File: src/rtl/lc3_decode_stage.sv
// lc3_decode_stage
// ----------------
// Registered decode stage of the LC3 pipeline. On each enabled clock the
// fetched instruction and its next-PC are captured. The execute, writeback
// and memory control words for the execute stage are captured in the same
// edge. Every output is a flop with one cycle of latency. All outputs hold
// while enable_decode is low.
//
// Ports:
//   clock          in   1   pipeline clock, all updates on posedge
//   reset          in   1   synchronous active-high reset, beats everything
//   enable_decode  in   1   capture strobe; 0 = stall (hold all outputs)
//   dout           in  16   instruction word from instruction memory
//   npc_in         in  16   PC+1 of the instruction on dout
//   IR             out 16   captured instruction
//   npc_out        out 16   captured npc_in (passed through unmodified)
//   E_Control      out  6   {alu_control[1:0], pcselect1[1:0], pcselect2, op2select}
//   W_Control      out  2   writeback source: 00 ALU, 01 memory, 10 PC-relative
//   Mem_Control    out  1   indirect memory access (LDI/STI)
//   illegal_op     out  1   captured opcode is not supported by this pipeline
module lc3_decode_stage (
  input  logic        clock,
  input  logic        reset,
  input  logic        enable_decode,
  input  logic [15:0] dout,
  input  logic [15:0] npc_in,
  output logic [15:0] IR,
  output logic [15:0] npc_out,
  output logic [5:0]  E_Control,
  output logic [1:0]  W_Control,
  output logic        Mem_Control,
  output logic        illegal_op
);

  localparam logic [3:0] OP_BR  = 4'b0000;
  localparam logic [3:0] OP_ADD = 4'b0001;
  localparam logic [3:0] OP_LD  = 4'b0010;
  localparam logic [3:0] OP_ST  = 4'b0011;
  localparam logic [3:0] OP_AND = 4'b0101;
  localparam logic [3:0] OP_LDR = 4'b0110;
  localparam logic [3:0] OP_STR = 4'b0111;
  localparam logic [3:0] OP_NOT = 4'b1001;
  localparam logic [3:0] OP_LDI = 4'b1010;
  localparam logic [3:0] OP_STI = 4'b1011;
  localparam logic [3:0] OP_JMP = 4'b1100;
  localparam logic [3:0] OP_LEA = 4'b1110;

  logic [3:0]  opcode;
  logic [1:0]  alu_control_d;
  logic [1:0]  pcselect1_d;
  logic        pcselect2_d;
  logic        op2select_d;
  logic [1:0]  w_control_d;
  logic        mem_control_d;
  logic        illegal_d;

  logic [15:0] ir_q;
  logic [15:0] npc_q;
  logic [5:0]  e_control_q;
  logic [1:0]  w_control_q;
  logic        mem_control_q;
  logic        illegal_q;

  assign opcode = dout[15:12];

  // Decode: combinational from the incoming instruction word
  always_comb begin
    alu_control_d = 2'b00;
    pcselect1_d   = 2'b00;
    pcselect2_d   = 1'b0;
    op2select_d   = 1'b0;
    w_control_d   = 2'b00;
    mem_control_d = 1'b0;
    illegal_d     = 1'b0;
    unique case (opcode)
      OP_ADD: begin
        alu_control_d = 2'b00;
        // dout[5] selects imm5 (1) versus the second source register (0)
        op2select_d   = ~dout[5];
      end
      OP_AND: begin
        alu_control_d = 2'b01;
        op2select_d   = ~dout[5];
      end
      OP_NOT: begin
        alu_control_d = 2'b10;
        op2select_d   = 1'b1;
      end
      OP_BR, OP_ST: begin
        pcselect1_d = 2'b01;
        pcselect2_d = 1'b1;
      end
      OP_LD: begin
        pcselect1_d = 2'b01;
        pcselect2_d = 1'b1;
        w_control_d = 2'b01;
      end
      OP_LDI: begin
        pcselect1_d   = 2'b01;
        pcselect2_d   = 1'b1;
        w_control_d   = 2'b01;
        mem_control_d = 1'b1;
      end
      OP_STI: begin
        pcselect1_d   = 2'b01;
        pcselect2_d   = 1'b1;
        mem_control_d = 1'b1;
      end
      OP_LEA: begin
        pcselect1_d = 2'b01;
        pcselect2_d = 1'b1;
        w_control_d = 2'b10;
      end
      OP_LDR: begin
        pcselect1_d = 2'b10;
        w_control_d = 2'b01;
      end
      OP_STR: begin
        pcselect1_d = 2'b10;
      end
      OP_JMP: begin
        pcselect1_d = 2'b11;
      end
      default: begin
        // 0100, 1000, 1101, 1111: the control words stay zero and only the
        // flag is raised
        illegal_d = 1'b1;
      end
    endcase
  end

  // Stage register: capture on enable, hold on stall
  always_ff @(posedge clock) begin
    if (reset) begin
      ir_q          <= 16'h0000;
      npc_q         <= 16'h0000;
      e_control_q   <= 6'h00;
      w_control_q   <= 2'b00;
      mem_control_q <= 1'b0;
      illegal_q     <= 1'b0;
    end else if (enable_decode) begin
      ir_q          <= dout;
      npc_q         <= npc_in;
      e_control_q   <= {alu_control_d, pcselect1_d, pcselect2_d, op2select_d};
      w_control_q   <= w_control_d;
      mem_control_q <= mem_control_d;
      illegal_q     <= illegal_d;
    end
  end

  assign IR          = ir_q;
  assign npc_out     = npc_q;
  assign E_Control   = e_control_q;
  assign W_Control   = w_control_q;
  assign Mem_Control = mem_control_q;
  assign illegal_op  = illegal_q;

endmodule

File: config.mk
export PLATFORM = sky130hd
export DESIGN_NAME = lc3_decode_stage
export DESIGN_NICKNAME = d
export VERILOG_FILES = /design/src/rtl/lc3_decode_stage.sv
export SDC_FILE = /design/constraint.sdc
export NUM_CORES = 1
export LEC_CHECK = 0
export CAP_MARGIN = 15
export CORE_MARGIN = 1.5
export CORE_UTILIZATION = 36
export DETAILED_ROUTE_END_ITERATION = 10
export GPL_ROUTABILITY_DRIVEN = 0
export GPL_TIMING_DRIVEN = 0
export HOLD_SLACK_MARGIN = 0.12
export PLACE_DENSITY = 0.86
export SYNTH_ARGS = -nofsm -noshare
export SYNTH_HDL_FRONTEND = slang
export SYNTH_SLANG_ARGS = --single-unit
File: constraint.sdc
create_clock -name clock -period 1.01 [get_ports clock]
set_input_delay 0.2525 -clock clock [delete_from_list [all_inputs] [get_ports clock]]
set_output_delay 0.2525 -clock clock [all_outputs]
set_load 0.1 [all_outputs]
==> results.json <==
{
  "total_power_mw": 4.39,
  "fillers": 324,
  "cts_tree": "built",
  "die_area_um2": 4960,
  "dp_cells": 284,
  "min_period_over_period_pct": 108,
  "cap_viol_max_count": 0,
  "area_growth_pct": 87.8,
  "grt_max_degree": 14,
  "ys_seq_area_share_pct": 51.4,
  "synthesis.nets": 194,
  "end_kind": "output port",
  "nets": 282,
  "synthDistinctLibCells": 26,
  "slew_violations": 0,
  "antenna_found_initial": 0,
  "drtIter0Drc": 63,
  "die_y_um": 70.4,
  "start_util_pct": 37.6,
  "grt_pass1_wl_mm": 7.12,
  "syn_area_um2": 1640,
  "critPathTopFamily": "flip-flops",
  "dpl.hpwl_mm": 2.82,
  "synth_warnings": 0,
  "outcome": "finished with violations",
  "netlist_instances": 159,
  "drt-wirelength-per-cell_um": 14.8,
  "cts_max_level": 2,
  "final_cells": 300,
  "period_minus_slack_ns": 1.09,
  "track_usage_pct": 18.3,
  "synth_fa_ha_area_share_pct": 0,
  "drive_gt1_share_pct": 47.6,
  "reg2reg_slack_ns": 0.20,
  "leakage_nw": 1.31,
  "violations": "setup timing",
  "ys_top_cells_by_area": "dfxtp_1 (51%), mux2i_1 (21%), nor2_1 (8.3%)",
  "synth-compound-area-share_pct": 5.28,
  "avgSynthCellArea_um2": 10.3,
  "slew_headroom_pct": 69.3,
  "core_area_um2": 4350,
  "crit_slowest_cell": "dfxtp_4",
  "cts_sinks": 42,
  "hold_violations": 0,
  "arrival_ns": 0.84,
  "tightestPinTransition_ns": 0.461,
  "overflow": 0,
  "path_buf_inv": 1,
  "std_cell_rows": 24,
  "clock.fmax_mhz": 919,
  "routed_via_density": 4.75,
  "pre_cts_ws_ns": -0.699,
  "fin_setup_tns_ns": -2.57,
  "power.density_nw_per_um2": 1430,
  "seq_area_um2": 896,
  "cts.clk_slew.worst_paths_ns": 0.08,
  "ir_drop_uv": 722,
  "postRouteAntennaNets": 0,
  "synth-xor-area-share_pct": 0,
  "worst_slack_ns": -0.0785,
  "dr.pass1.iters": 4,
  "via_count": 1424,
  "setup_violations": 42,
  "muxShareOfSynthArea_pct": 20.8,
  "design_area_um2": 3070,
  "hold_class": "input port to flop",
  "yosysTopAreaCell": "dfxtp_1",
  "holdWs_ns": 0.163,
  "synth_top_family_by_area": "multiplexers",
  "dieWidth_um": 70.4,
  "crit_fanout": 2,
  "cpPeakStageDelay_ns": 0.38,
  "cts_buffers": 5,
  "fin_util_pct": 70.6,
  "place_area_um2": 2490,
  "io_buffers": 73,
  "grt_pass1_vias": 1469,
  "cp.required_ns": 0.76,
  "cts-root-buf": "clkbuf_8",
  "synth-simple-area-share_pct": 15.8,
  "ios": 77,
  "rsz0062_at_grt": "yes",
  "route.detailed.drc": 0,
  "clock_latency_ns": 0.29,
  "crit_chain": "buf_12",
  "diodes": 0,
  "startpoint_type": "flop",
  "multi_input_area_um2": 719,
  "synth_top_area_share_pct": 51.4,
  "wl_mm": 4.44,
  "crit_type": "flop to output port",
  "clockBufferDepth": 2,
  "fin_worst_skew_ns": 0,
  "ys_ff_latch": 42
}
layout by cell type (no fill, tap or decap), types with 2 or more instances in the layout:
cell             instances
buf_12                  42
dfxtp_2                 41
nor2_1                  36
mux2i_1                 34
clkdlybuf4s50_1         28
buf_4                   11
nand2b_1                 7
clkbuf_8                 6
a21oi_1                  6
clkbuf_1                 4
buf_6                    3
buf_2                    3
nand2_1                  3
nand3_1                  3
a211oi_2                 2
clkinv_2                 2
cell usage after synthesis:
library cell	n
and2b_2	1
clkbuf_8	1
nand4_1	1
dfxtp_1	42
a311oi_1	1
nand2_1	3
nor2b_1	1
nand4b_1	1
o311a_1	1
buf_8	1
nor2_1	36
o2111ai_1	1
or2_1	1
buf_4	3
nor2b_2	1
a21oi_1	6
mux2i_1	34
nand3_1	3
nand2b_1	7
buf_2	2
buf_6	3
a211oi_1	3
a31oi_1	1
nor4b_1	1
clkbuf_1	3
inv_1	1
metal layers:
layer	share of wire, %	vias up	track usage, %
li1	-	713	-
met1	40	664	20.9
met2	54	43	32.9
met3	4.4	4	4.91
met4	1.3	0	5.77
met5	0	-	0
flip-flops by register name (all words and copies together) (netlist names):
signal,cells
E_Control,6
IR,16
Mem_Control,1
W_Control,2
illegal_op,1
npc_out,16
final timing paths:
| kind | startpoint | end | cells after the start |
|---|---|---|---|
| worst min-delay path | reset | E_Control[1] | 2 |
| worst min register to register | E_Control[5] | E_Control[5] | 2 |
| worst max-delay path | illegal_op | illegal_op | 1 |
| worst max register to register | E_Control[3] | E_Control[3] | 3 |
report_power, final:
group          switching, mW  internal (mW)  leakage (nW)
Clock                  0.555          0.480        0.0450
Sequential            0.0984           1.77         0.362
Combinational          0.889          0.599         0.902
cell type report:
type,instances,area share [%]
clock inverters,2,0.326
multi-input cells,103,23.4
repair buffers,81,39.1
plain buffers,13,3.46
clock buffers,6,2.36
inverters,1,0.122
flip-flops and latches,42,29.1
well taps,52,2.12
kinds of logic (layout without fill, tap and decap cells):
family | count (synthesis) | after routing
buf+inv | 14 | 103
compound gates | 13 | 13
flops | 42 | 42
mux | 34 | 34
simple gates | 56 | 56
repair_timing:
action	4_1_cts	5_1_grt
setup buffers	5	3
hold buffers	0	0
pin swaps	1	2
resized for setup	388	5
setup endpoints to repair	52	45
No activity file was read; power rests on OpenSTA's default activity.
==> edit 1 (same flow settings) <==
Make the reset (`reset`) asynchronous in one clocked block. Comments in the files are not updated.
--- a/src/rtl/lc3_decode_stage.sv
+++ b/src/rtl/lc3_decode_stage.sv
@@ -132,3 +132,3 @@
   // Stage register: capture on enable, hold on stall
-  always_ff @(posedge clock) begin
+  always_ff @(posedge clock or posedge reset) begin
     if (reset) begin
Formal check against the unedited RTL: differs if reset is asserted again (counterexample within 4 cycles, from zero or initial values and one cycle with reset high); with reset held inactive, the same outputs for 10 cycles.
==> edit 1 against the unedited design <==
The run still ends with negative setup slack left. Worst setup slack worse by 170 ps. Area after synthesis grew 4.8%. Via count decreased by 3.9%. First-iteration DRC count increased by 100%. Critical path depth stayed put. Wire length rose by 26%. Die area rose by 4.6%. Design area increased by 7.2%. Sequential cell count unchanged. Combinational power is 64% higher. Power grew 29%. Critical path type unchanged.
==> edit 1: results (changes against the unedited design) <==
- Failing checks: negative setup slack (unchanged)
* Largest net degree at the start of global routing: 22 (was 14)
- Number of cells on the worst reg-to-reg path: 2 (was 3)
- Share of the yosys chip area belonging to registers: 61.3% (was 51.4%)
- The number of buffers created by CTS came to 5 (unchanged).
- The yosys synthesis warning count was 0 (unchanged).
- The top fanout value on the critical path came to 2 (unchanged).
- The root buffer cell is clkbuf_8 (unchanged).
- Worst vdd rail ir drop: 1.10 mV (was 0.722 mV)
- Outcome: finished with violations (unchanged)
* Number of placed cells counting well taps: 251 (was 284)
* Post-synth ARST share: 100% (was 0%)
- The detailed placer's ending HPWL was 2820 um (about the same).
- The count of vias placed by the detailed router came to 1368 (was 1424).
- Syn Nets: 161 (was 194)
- Final routed wire length divided by cell count: 21.0 um (was 14.8 um)
* Detailed-route vias per instance: 5.14 (was 4.75)
- Leakage power figure: 1.41 nW (was 1.31 nW)
* WP data arrival: 1000 ps (was 840 ps)
* Clock Path Buffers: 2 (unchanged)
* # diodes: 0 (unchanged)
- Initial DRT Pass Iterations: 4 (unchanged)
- Post-Place Worst Slack: -771 ps (was -699 ps)
- DRC marker count from the first detailed-route iteration: 127 (was 63)
- Number of antenna violations at the first check in global routing: 0 (unchanged)
- The overall fraction of global-route tracks in use is 21.2% (was 18.3%).
- Quantity of I/O buffers inserted on ports: 73 (unchanged)
- The post-cts hold buffer count was 0 (unchanged).
* Worst clock skew: 0 ps (unchanged)
* Top Family by Delay on Critical Path: flip-flops (unchanged)
- The final setup violation count came to 43 (was 42).
* Final Worst Setup Slack: -245 ps (was -78.5 ps)
* Post-Syn Area per Cell: 13.6 um^2 (was 10.3 um^2)
* Slowest cell on crit path: dfrtp_4 (was dfxtp_4)
* Top cells by count, synth: dfrtp_1 (42), mux2_1 (26), inv_1 (12), o21ai_0 (6) (was dfxtp_1 (42), nor2_1 (36), mux2i_1 (34), nand2b_1 (7), a21oi_1 (6))
- Worst Hold Depth: 3 (was 2)
- The share of layout cells above drive strength 1 came to 64.5% (was 47.6%).
* Clk_lat worst skew: 300 ps
* Max incr delay on CP: 520 ps (was 380 ps)
- The global-route wire length before repair is 8140 um (was 7120 um).
* Number of distinct standard cells referenced by the synthesized netlist: 26 (unchanged)
- Top cells by area in the synthesized netlist: dfrtp_1 (61%), mux2_1 (17%), buf_6 (3.3%), inv_1 (2.6%), mux2_2 (2.6%) (was dfxtp_1 (51%), mux2i_1 (21%), nor2_1 (8.3%), nand2b_1 (2.7%), buf_6 (2.1%))
- The worst slew slack as a fraction of its limit is 67.5% (was 69.3%).
==> edit 1: cell types whose count changed in the layout (fill, tap and decap cells not counted), moves of 6 or more <==
cell,unedited run,this run
dfxtp_2,41,0
o21ai_0,0,6
mux2i_1,34,1
nand2b_1,7,1
dfrtp_2,0,13
dfrtp_4,0,29
buf_4,11,4
nor2_1,36,1
buf_6,3,10
mux2_4,0,25
inv_1,1,11
==> edit 1: area by class of cell <==
type / count / area, um^2
timing repair buffer: 80 / 1210
fill: 258 / 1180
sequential: 42 / 1180
multi-input combinational: 64 / 639
clock buffer: 7 / 76.3
buffer: 8 / 73.8
tap: 52 / 65.1
inverter: 12 / 48.8
timing repair inverter: 1 / 7.51
==> edit 1: path summary, 6_finish.rpt <==
path | from | end | slack (ps)
setup / recovery | IR[1] | IR[1] | -240
hold / removal | dout[14] | IR[14] | 230
setup reg to reg | npc_out[8] | npc_out[8] | -30
hold reg to reg | E_Control[4] | E_Control[4] | 560
max in group asynchronous | reset | npc_out[7] | 200
min in group asynchronous | reset | IR[6] | 480
==> edit 1: cell families after synthesis <==
family          Yosys count  share of synthesized area, %
mux                      31                          20.3
flops                    42                          61.3
compound gates           16                          6.13
simple gates             17                          5.40
buf+inv                  20                          6.93
==> edit 1: power breakdown <==
group,internal (mW),switching (mW),leakage (nW)
clock,0.478,0.617,0.0383
sequential,1.92,0.193,0.462
combinational,0.969,1.48,0.907
==> edit 1: stage by stage <==
stage / setup TNS [ps] / cell area [um^2] / utilization [%]
3_5_place_dp: -55130 / 2730 / 61.1
2_1_floorplan: -512 / 1940 / -
4_1_cts: -8070 / 3180 / 71.2
6_report: -8340 / 3290 / 73.6
3_3_place_gp: -52960 / 2730 / 61.1
5_1_grt: -9180 / 3290 / 73.6
==> edit 1: layer usage <==
| metal | vias to the layer above | global-route usage [%] | routed length [um] |
|---|---|---|---|
| met2 | 64 | 34.1 | 2760 |
| met4 | 0 | 8.39 | 132 |
| li1 | 600 | - | - |
| met5 | - | 0 | 0 |
| met1 | 694 | 27.5 | 2330 |
| met3 | 10 | 5.56 | 363 |
==> edit 1: what timing repair did <==
item	CTS	global route
gates resized for setup	359	24
buffers inserted	6	1
setup endpoints to repair	91	47
cloned	1	0
==> edit 2 (config.mk and constraints unchanged) <==
Made on the original files. Add an input register stage for `enable_decode`, `dout` and `npc_in`; this delays them by one clock.
--- a/src/rtl/lc3_decode_stage.sv
+++ b/src/rtl/lc3_decode_stage.sv
@@ -47,2 +47,12 @@
 
+  logic enable_decode_q;
+  logic [15:0] dout_q;
+  logic [15:0] npc_r;
+
+  always_ff @(posedge clock) begin
+    enable_decode_q <= enable_decode;
+    dout_q          <= dout;
+    npc_r           <= npc_in;
+  end
+
   logic [3:0]  opcode;
@@ -63,3 +73,3 @@
 
-  assign opcode = dout[15:12];
+  assign opcode = dout_q[15:12];
 
@@ -78,3 +88,3 @@
         // dout[5] selects imm5 (1) versus the second source register (0)
-        op2select_d   = ~dout[5];
+        op2select_d   = ~dout_q[5];
       end
@@ -82,3 +92,3 @@
         alu_control_d = 2'b01;
-        op2select_d   = ~dout[5];
+        op2select_d   = ~dout_q[5];
       end
@@ -140,5 +150,5 @@
       illegal_q     <= 1'b0;
-    end else if (enable_decode) begin
-      ir_q          <= dout;
-      npc_q         <= npc_in;
+    end else if (enable_decode_q) begin
+      ir_q          <= dout_q;
+      npc_q         <= npc_r;
       e_control_q   <= {alu_control_d, pcselect1_d, pcselect2_d, op2select_d};
Function: changed (Yosys sat finds a counterexample within 4 cycles, from zero or initial values and one cycle with reset high).
==> edit 2 against the unedited design <==
Clock power rose to 2.5 times the old value. The flow still finishes with violations (negative setup slack). Worst setup slack worse by 58 ps. Area after synthesis increased by 40%. Sequential cell count increased by 33. Design area increased by 36%. Global-route usage is 1.4 points lower. Critical path depth unchanged. Register-to-register slack got worse by 320 ps. Power up 70%. Wire length increased by 30%.
==> edit 2: results (changes against the unedited design) <==
- Fraction of met2 tracks used by global routing: 29.3% (was 32.9%)
* Setup TNS: -5420 ps (was -2570 ps)
- Placed inst area: 3190 um^2 (was 2490 um^2)
- Worst vdd rail ir drop: 1.15 mV (was 0.722 mV)
- The detailed route wirelength on metal3 was 318 um (was 195 um).
- The level count of the clock H-tree was 3 (was 2).
- The final worst-path setup slack was -136 ps (was -78.5 ps).
- Failing checks: negative setup slack (unchanged).
- DRC marker count from the first detailed-route iteration: 50 (was 63)
- Outcome: finished with violations (unchanged).
- Endpoints failing setup: 54 (was 42)
* GRT Overall Usage: 16.9% (was 18.3%)
- The cell count of the worst reg-to-reg path is 4 (was 3).
- WP data arrival: 890 ps (was 840 ps)
* Cells after Synth: 194 (was 159)
- Top cells by count, synth: dfxtp_1 (75), nor2_1 (36), mux2i_1 (33), a21oi_1 (7), nand2b_1 (6) (was dfxtp_1 (42), nor2_1 (36), mux2i_1 (34), nand2b_1 (7), a21oi_1 (6))
- The net count after synthesis was 229 (was 194).
- The number of placed instances, taps included came to 344 (was 284).
* Largest net degree at the start of global routing: 15 (was 14)
- The share of layout cells above drive strength 1 was 48.8% (was 47.6%).
- The number of buffers created by CTS is 9 (was 5).
- The detailed placer's ending HPWL was 3230 um (was 2820 um).
- The length of routed met2 wiring came to 3160 um (was 2410 um).
* Multi-input logic area: 785 um^2 (was 719 um^2)
* Count of filler cells inserted in the layout: 429 (was 324)
- The sequential area share after synthesis came to 65.5% (was 51.4%).
==> edit 2: changes by cell type in the layout (fill, tap and decap cells not counted), sizes merged, moves of 2 or more <==
cell	before	now
clkbuf	11	17
clkdlybuf4s50	28	33
dfxtp	42	75
o21ai	0	2
bufinv	0	2
inv	1	3
==> edit 2: cell type report <==
type | count | share of cell area [%]
plain buffers | 12 | 3.34
clock buffers | 10 | 3.05
clock inverters | 6 | 2.33
inverters | 1 | 0.0896
multi-input cells | 105 | 18.7
flip-flops and latches | 75 | 38.0
well taps | 75 | 2.24
repair buffers | 88 | 32.3
==> edit 2: report_power, final <==
part	total, mW	switching (mW)	leakage, nW	internal [mW]
Clock	2.58	1.15	0.113	1.43
Combinational	1.60	0.914	0.991	0.690
Sequential	3.26	0.141	0.644	3.12
Total	7.45	2.21	1.75	5.24
==> edit 2: kinds of logic after synthesis <==
family	synth area share (%)
flip-flops	65.5
AND/OR/NAND/NOR	11.3
multiplexers	14.4
AO/OA/AOI/OAI	5.07
buffers and inverters	3.71
==> edit 2: timing repair <==
| item | 4_1_cts | 5_1_grt |
|---|---|---|
| setup endpoints to repair | 84 | 81 |
| buffers inserted | 8 | 1 |
| pin swaps | 2 | 9 |
| gates resized for setup | 407 | 28 |
| cloned | 4 | 2 |
==> edit 2: worst max path at each step <==
| stage | slack (ps) | cells past startpoint | from | end |
|---|---|---|---|---|
| after floorplan | -40 | 2 | E_Control[3] | E_Control[3] |
| after global placement | -690 | 1 | E_Control[1] | E_Control[1] |
| after detailed placement | -700 | 1 | IR[13] | IR[13] |
| after CTS | -160 | 1 | npc_out[2] | npc_out[2] |
| after global routing | -190 | 1 | npc_out[0] | npc_out[0] |
| final | -140 | 1 | npc_out[3] | npc_out[3] |
